$ cat src/rtl/ppg_bank_pkg.sv
`default_nettype none
// ============================================================================
//  Module      : ppg_bank_pkg
//  Description : Shared definitions for the multi-channel pulse generator:
//                FSM state encoding used by the ppg_bank top level.
//  Revision    : 1.0  initial release
// ============================================================================
package ppg_bank_pkg;

    // Two-state frame sequencer: waiting for a trigger, or generating frames.
    typedef enum logic [0:0] {
        PPG_IDLE = 1'b0,
        PPG_RUN  = 1'b1
    } ppg_state_t;

endpackage : ppg_bank_pkg
`default_nettype wire

$ cat src/rtl/ppg_bank_chan.sv
`default_nettype none
// ============================================================================
//  Module      : ppg_bank_chan
//  Description : One pulse-generator lane. Compares the shared frame counter
//                against this lane's lead/hold window and registers the
//                polarity-adjusted result.
//  Revision    : 1.0  initial release
// ============================================================================
module ppg_bank_chan #(
    parameter int WIDTH = 16
) (
    input  logic             clk,
    input  logic             rstn,
    input  logic [WIDTH-1:0] i_fcnt,
    input  logic             i_run,
    input  logic [WIDTH-1:0] i_lead,
    input  logic [WIDTH-1:0] i_hold,
    input  logic             i_pol,
    input  logic             i_en,
    output logic             o_q
);

    // One extra bit so fcnt - lead can never wrap into a false "inside" result.
    logic [WIDTH:0] w_fcnt_x;
    logic [WIDTH:0] w_lead_x;
    logic [WIDTH:0] w_hold_x;
    logic [WIDTH:0] w_ofs;
    logic           w_act;
    logic           r_q;

    assign w_fcnt_x = {1'b0, i_fcnt};
    assign w_lead_x = {1'b0, i_lead};
    assign w_hold_x = {1'b0, i_hold};
    assign w_ofs    = w_fcnt_x - w_lead_x;
    assign w_act    = i_run & i_en & (w_fcnt_x >= w_lead_x) & (w_ofs < w_hold_x);

    // Register the window result; outside RUN the lane sits at its idle level.
    always_ff @(posedge clk or negedge rstn) begin
        if (!rstn) begin
            r_q <= 1'b0;
        end else begin
            r_q <= w_act ^ i_pol;
        end
    end

    assign o_q = r_q;

endmodule : ppg_bank_chan
`default_nettype wire

$ cat src/rtl/ppg_bank.sv
`default_nettype none
// ============================================================================
//  Module      : ppg_bank
//  Description : Multi-channel programmable pulse generator. A shared frame
//                counter is repeated n_rep times (or forever when n_rep==0)
//                after a trigger; each lane produces its own lead/hold pulse.
//  Revision    : 1.0  initial release
// ============================================================================
module ppg_bank #(
    parameter int WIDTH = 16,
    parameter int NCH   = 4,
    parameter int RPT_W = 8
) (
    input  logic               clk,
    input  logic               rstn,
    input  logic               trig,
    input  logic               abort,
    input  logic [WIDTH-1:0]   t_period,
    input  logic [RPT_W-1:0]   n_rep,
    input  logic [NCH*WIDTH-1:0] t_lead,
    input  logic [NCH*WIDTH-1:0] t_hold,
    input  logic [NCH-1:0]     pol,
    input  logic [NCH-1:0]     ch_en,
    output logic [NCH-1:0]     q,
    output logic               busy,
    output logic               done,
    output logic               err
);

    import ppg_bank_pkg::*;

    localparam logic [WIDTH-1:0] c_FCNT_ONE = WIDTH'(1);
    localparam logic [RPT_W-1:0] c_RCNT_ONE = RPT_W'(1);

    ppg_state_t           r_state;
    ppg_state_t           w_state_nxt;
    logic [WIDTH-1:0]     r_fcnt;
    logic [WIDTH-1:0]     w_fcnt_nxt;
    logic [RPT_W-1:0]     r_rcnt;
    logic [RPT_W-1:0]     w_rcnt_nxt;
    logic                 r_done;
    logic                 w_done_nxt;
    logic                 r_err;
    logic                 w_err_nxt;
    logic                 w_load;
    logic                 w_last_cyc;
    logic                 w_last_frm;
    logic                 w_run;

    // Configuration captured at trigger time; live inputs are ignored in RUN.
    logic [WIDTH-1:0]     r_period;
    logic [RPT_W-1:0]     r_nrep;
    logic [NCH*WIDTH-1:0] r_lead;
    logic [NCH*WIDTH-1:0] r_hold;
    logic [NCH-1:0]       r_pol;
    logic [NCH-1:0]       r_en;

    assign w_last_cyc = (r_fcnt == (r_period - c_FCNT_ONE));
    assign w_last_frm = (r_nrep != '0) && (r_rcnt == (r_nrep - c_RCNT_ONE));

    // Next-state logic: trigger acceptance, frame counting, repeat termination.
    always_comb begin
        w_state_nxt = r_state;
        w_fcnt_nxt  = r_fcnt;
        w_rcnt_nxt  = r_rcnt;
        w_done_nxt  = 1'b0;
        w_err_nxt   = 1'b0;
        w_load      = 1'b0;
        case (r_state)
            PPG_IDLE: begin
                w_fcnt_nxt = '0;
                w_rcnt_nxt = '0;
                // Abort has priority over a same-cycle trigger: no start, no error.
                if (trig && !abort) begin
                    if (t_period != '0) begin
                        w_state_nxt = PPG_RUN;
                        w_load      = 1'b1;
                    end else begin
                        w_err_nxt = 1'b1;
                    end
                end
            end
            PPG_RUN: begin
                if (abort) begin
                    w_state_nxt = PPG_IDLE;
                    w_fcnt_nxt  = '0;
                    w_rcnt_nxt  = '0;
                end else if (w_last_cyc) begin
                    w_fcnt_nxt = '0;
                    if (w_last_frm) begin
                        w_state_nxt = PPG_IDLE;
                        w_rcnt_nxt  = '0;
                        w_done_nxt  = 1'b1;
                    end else begin
                        w_rcnt_nxt = r_rcnt + c_RCNT_ONE;
                    end
                end else begin
                    w_fcnt_nxt = r_fcnt + c_FCNT_ONE;
                end
            end
            default: begin
                w_state_nxt = PPG_IDLE;
            end
        endcase
    end

    // State, counters and single-cycle status pulses.
    always_ff @(posedge clk or negedge rstn) begin
        if (!rstn) begin
            r_state <= PPG_IDLE;
            r_fcnt  <= '0;
            r_rcnt  <= '0;
            r_done  <= 1'b0;
            r_err   <= 1'b0;
        end else begin
            r_state <= w_state_nxt;
            r_fcnt  <= w_fcnt_nxt;
            r_rcnt  <= w_rcnt_nxt;
            r_done  <= w_done_nxt;
            r_err   <= w_err_nxt;
        end
    end

    // Shadow configuration loaded only on an accepted trigger.
    always_ff @(posedge clk or negedge rstn) begin
        if (!rstn) begin
            r_period <= '0;
            r_nrep   <= '0;
            r_lead   <= '0;
            r_hold   <= '0;
            r_pol    <= '0;
            r_en     <= '0;
        end else if (w_load) begin
            r_period <= t_period;
            r_nrep   <= n_rep;
            r_lead   <= t_lead;
            r_hold   <= t_hold;
            r_pol    <= pol;
            r_en     <= ch_en;
        end
    end

    // Abort drops the lanes to idle on the same edge that leaves RUN.
    assign w_run = (r_state == PPG_RUN) && !abort;

    generate
        for (genvar gi = 0; gi < NCH; gi++) begin : g_chan
            ppg_bank_chan #(
                .WIDTH (WIDTH)
            ) u_chan (
                .clk    (clk),
                .rstn   (rstn),
                .i_fcnt (r_fcnt),
                .i_run  (w_run),
                .i_lead (r_lead[gi*WIDTH +: WIDTH]),
                .i_hold (r_hold[gi*WIDTH +: WIDTH]),
                .i_pol  (r_pol[gi]),
                .i_en   (r_en[gi]),
                .o_q    (q[gi])
            );
        end
    endgenerate

    assign busy = (r_state == PPG_RUN);
    assign done = r_done;
    assign err  = r_err;

endmodule : ppg_bank
`default_nettype wire
$ cat config.mk
export PLATFORM = sky130hd
export DESIGN_NAME = ppg_bank
export DESIGN_NICKNAME = d
export VERILOG_FILES = /design/src/rtl/ppg_bank_pkg.sv /design/src/rtl/ppg_bank_chan.sv /design/src/rtl/ppg_bank.sv
export SDC_FILE = /design/constraint.sdc
export NUM_CORES = 1
export LEC_CHECK = 0
export ABC_AREA = 1
export CAP_MARGIN = 20
export CORE_UTILIZATION = 60
export CTS_BUF_LIST = sky130_fd_sc_hd__clkbuf_4
export DETAILED_ROUTE_END_ITERATION = 6
export PLACE_DENSITY_LB_ADDON = 0.2
export SETUP_SLACK_MARGIN = 0.15
export SLEW_MARGIN = 40
export SYNTH_ARGS = -nofsm -noshare
export SYNTH_HDL_FRONTEND = slang
export SYNTH_SLANG_ARGS = --single-unit
$ cat constraint.sdc
create_clock -name clk -period 5.6 [get_ports clk]
set_clock_uncertainty 0.05 [all_clocks]
set_input_delay 1.12 -clock clk [delete_from_list [all_inputs] [get_ports clk]]
set_output_delay 1.12 -clock clk [all_outputs]
set_load 0.03 [all_outputs]
==> flow_summary.toml <==
[cts]
cts-resized-gates = 0
cts_buffer_depth = 2
cts_tree = "done"
hold_buffers = 0
cts.sinks = 191
root_buffer = "clkbuf_4"
htreeDepth = 4
numCtsBuffers = 17
clk_latency_ns = 0.63
clkTransAtPathRegs_ns = 0.16
post_cts_buffers = 0

[critical_path]
crit_path_start = "r_fcnt[1]"
start_kind = "flip-flop"
arrival_ns = 4.36
critPathMaxStageDelay_ns = 0.65
endpoint_kind = "flip-flop"
cp_common_cell = "nand2_1"
r2r-end = "g_chan[0].u_chan.o_q"
reg2reg_depth = 18
timing.rr.start = "r_fcnt[1]"
crit_chain = "inv_1 -> fa_1 -> o21ai_0 -> nand2_1 -> nand2_1 -> a21boi_0 -> o21ai_0 -> xor2_1 -> ha_1 -> inv_1 -> nor3_1 -> nor3_1 -> nand2_1 -> nand3_1 -> nand2_1 -> nand2_1 -> nand3b_1 -> nand2_1"
slowest_stage = "dfrtp_1"
reg2reg_slack_ns = 1.71
worstPathMaxFanout = 8
crit_type = "reg2reg"
required_ns = 6.08

[yosys]
yosysMostFrequentCell = "nand2_1"
yosysSeqAreaShare = 0.3658
synthArstFlopShare = 1.000
yosys_warnings = 0
synth_commonest_cells = "311 x nand2_1, 245 x nor2_1, 228 x inv_1, 216 x a21oi_1, 191 x dfrtp_1"
synth_top_flop_cell = "dfrtp_1"
syn_nets = 1981
synthesis.area_sq_um = 13070
netlist_top_cells_area = "dfrtp_1 37%, ha_1 12%, nand2_1 8.9%, a21oi_1 8.3%, nor2_1 7.0%"
synth_top_cell_by_area = "dfrtp_1"
synth.distinct_cells = 44
synth_edf_count = 0
syn_avg_cell_area_sq_um = 7.755
syn-instance-count = 1685
synth_top_area_share = 0.3658
ys_ff_latch = 191

[sta]
fmax_mhz = 257.2
period_needed_ns = 3.888
fin_crit_sh = 0.6943
relSlewSlack = 0.5283
final_hold_viol_count = 0
setup_viol = 0
rsz0062_at_grt = "false"
tightestPinTransition_ns = 0.7068
slew_violations = 0
final.setup.tns_ns = 0
hold_slack_ns = 0.2973

[placement]
io_buffers = 170
dp_hpwl_um = 23760
routabilityCongestion = 0.9036

[grt]
grt_antenna_before_repair = 1
grt_pass1_wl_um = 51760
grt_pass1_vias = 11040
grt_start_max_net_pins = 101
overflow = 0
track_usage = 0.2948

[floorplan]
coreArea_sq_um = 21150
die_w_um = 149.6
initial_utilization = 0.6177
die_area_sq_um = 22370
rows = 53
die-height_um = 149.6
num_io_pins = 171

[final_layout]
final_layout_size_suffix_gt1_frac = 0.05436
area_growth_pct = 17.41
final_nets = 2141
nFillCells = 1708

[power]
power.density_nw_per_um2 = 254.5
leakagePower_nw = 8.015
peakVddDrop_mv = 0.1630

[hold_path]
hp-class = "in2async"

[route]
postRouteAntennaNets = 0
first_iter_violations = 573
vias = 11590
vias_per_cell = 5.431
wl_per_cell_um = 14.84
drc = 0
finalWirelength_um = 31660
drt_first_pass_iters = 5

[flow_run]
maxCapViolCount = 0

[status]
status = "finished, final reports clean"
-- how the worst max path moves through the flow --
stage | slack, ns | end
final | 1.71 | g_chan[0].u_chan.o_q
after global routing | 1.42 | g_chan[0].u_chan.o_q
after CTS | 1.81 | g_chan[0].u_chan.o_q
after detailed placement | 1.80 | g_chan[1].u_chan.o_q
after global placement | 1.89 | g_chan[1].u_chan.o_q
after floorplan | 2.55 | g_chan[0].u_chan.o_q
-- cells by family after synthesis --
logic type | after synthesis | synth area share
compound gates | 290 | 0.1189
xor+xnor | 84 | 0.05793
fa+ha+maj | 132 | 0.1287
buf+inv | 270 | 0.08321
flops | 191 | 0.3658
mux | 25 | 0.02154
simple gates | 693 | 0.2240
-- critical path: cells and delay by family, from the launching register on --
| family | cells | cell delay [ns] |
|---|---|---|
| compound gates | 3 | 0.75 |
| flops | 1 | 0.65 |
| fa+ha+maj | 2 | 0.82 |
| buf+inv | 2 | 0.39 |
| xor+xnor | 1 | 0.11 |
| simple gates | 10 | 1.05 |
-- where the power goes --
group,internal [mW],switching [mW],total [mW],leakage (nW)
sequential,1.61,0.112,1.72,2.18
combinational,0.587,0.794,1.38,5.68
clock,0.277,0.526,0.803,0.152
-- final cells by class --
cell class,instances,area (sq um),area share
antenna,1,2.502,0.0001631
clock buffer,18,135.1,0.008808
clock inverter,14,152.6,0.009949
inverter,231,867.1,0.05652
multi-input combinational,1224,7211,0.4700
sequential,191,4780,0.3115
tap,275,344.1,0.02243
timing repair buffer,180,1851,0.1206
-- sequential cells by signal, summed over array words and instances, names as in the netlist --
signal	count
r_hold	64
r_lead	64
r_fcnt	16
r_period	16
r_nrep	8
r_rcnt	8
g_chan.u_chan.o_q	4
r_en	4
r_pol	4
busy	1
done	1
err	1
-- stage by stage --
stage | utilization | instance area [sq um] | total power, mW | worst slack, ns | std cells
CTS | 0.7237 | 15310 | 3.916 | 1.809 | 2132
global route | 0.7253 | 15340 | 4.196 | 1.421 | 2134
detailed placement | 0.7101 | 15020 | 3.119 | 1.798 | 2100
floorplan | - | 13070 | 2.686 | 2.546 | 1685
finish | 0.7253 | 15340 | 3.905 | 1.712 | 2134
global placement | 0.7101 | 15020 | 3.046 | 1.893 | 2100
-- per-layer routing --
layer  global-route usage  part of all wire
met1               0.3758              0.43
met2               0.5023              0.48
met3              0.04421             0.058
met4               0.1138             0.031
met5                    0                 0
-- placed cells by master (no fill, tap or decap), drive strengths merged --
cell / Yosys / final
dfrtp: 191 / 191
xnor3: 1 / 1
nor4: 7 / 7
ha: 128 / 128
o31ai: 1 / 1
or2: 1 / 1
nor2: 265 / 265
a211o: 1 / 1
nand3: 62 / 62
bufinv: 0 / 2
xnor2: 37 / 37
a21o: 17 / 17
inv: 231 / 237
buf: 34 / 10
and3: 2 / 2
a21boi: 6 / 6
clkdlybuf4s50: 0 / 169
nand4: 20 / 20
o21a: 2 / 2
nor3: 7 / 7
diode: 0 / 1
o21ai: 29 / 29
o21bai: 2 / 2
nor3b: 4 / 4
nand2: 314 / 314
a211oi: 3 / 3
fa: 4 / 4
nand3b: 10 / 10
xor2: 46 / 46
clkinv: 0 / 3
mux2: 25 / 25
and2: 1 / 1
clkbuf: 5 / 19
clkinvlp: 0 / 3
a21oi: 216 / 216
a31o: 2 / 2
a31oi: 11 / 11
Note: power is estimated with default switching activity, not from simulation.
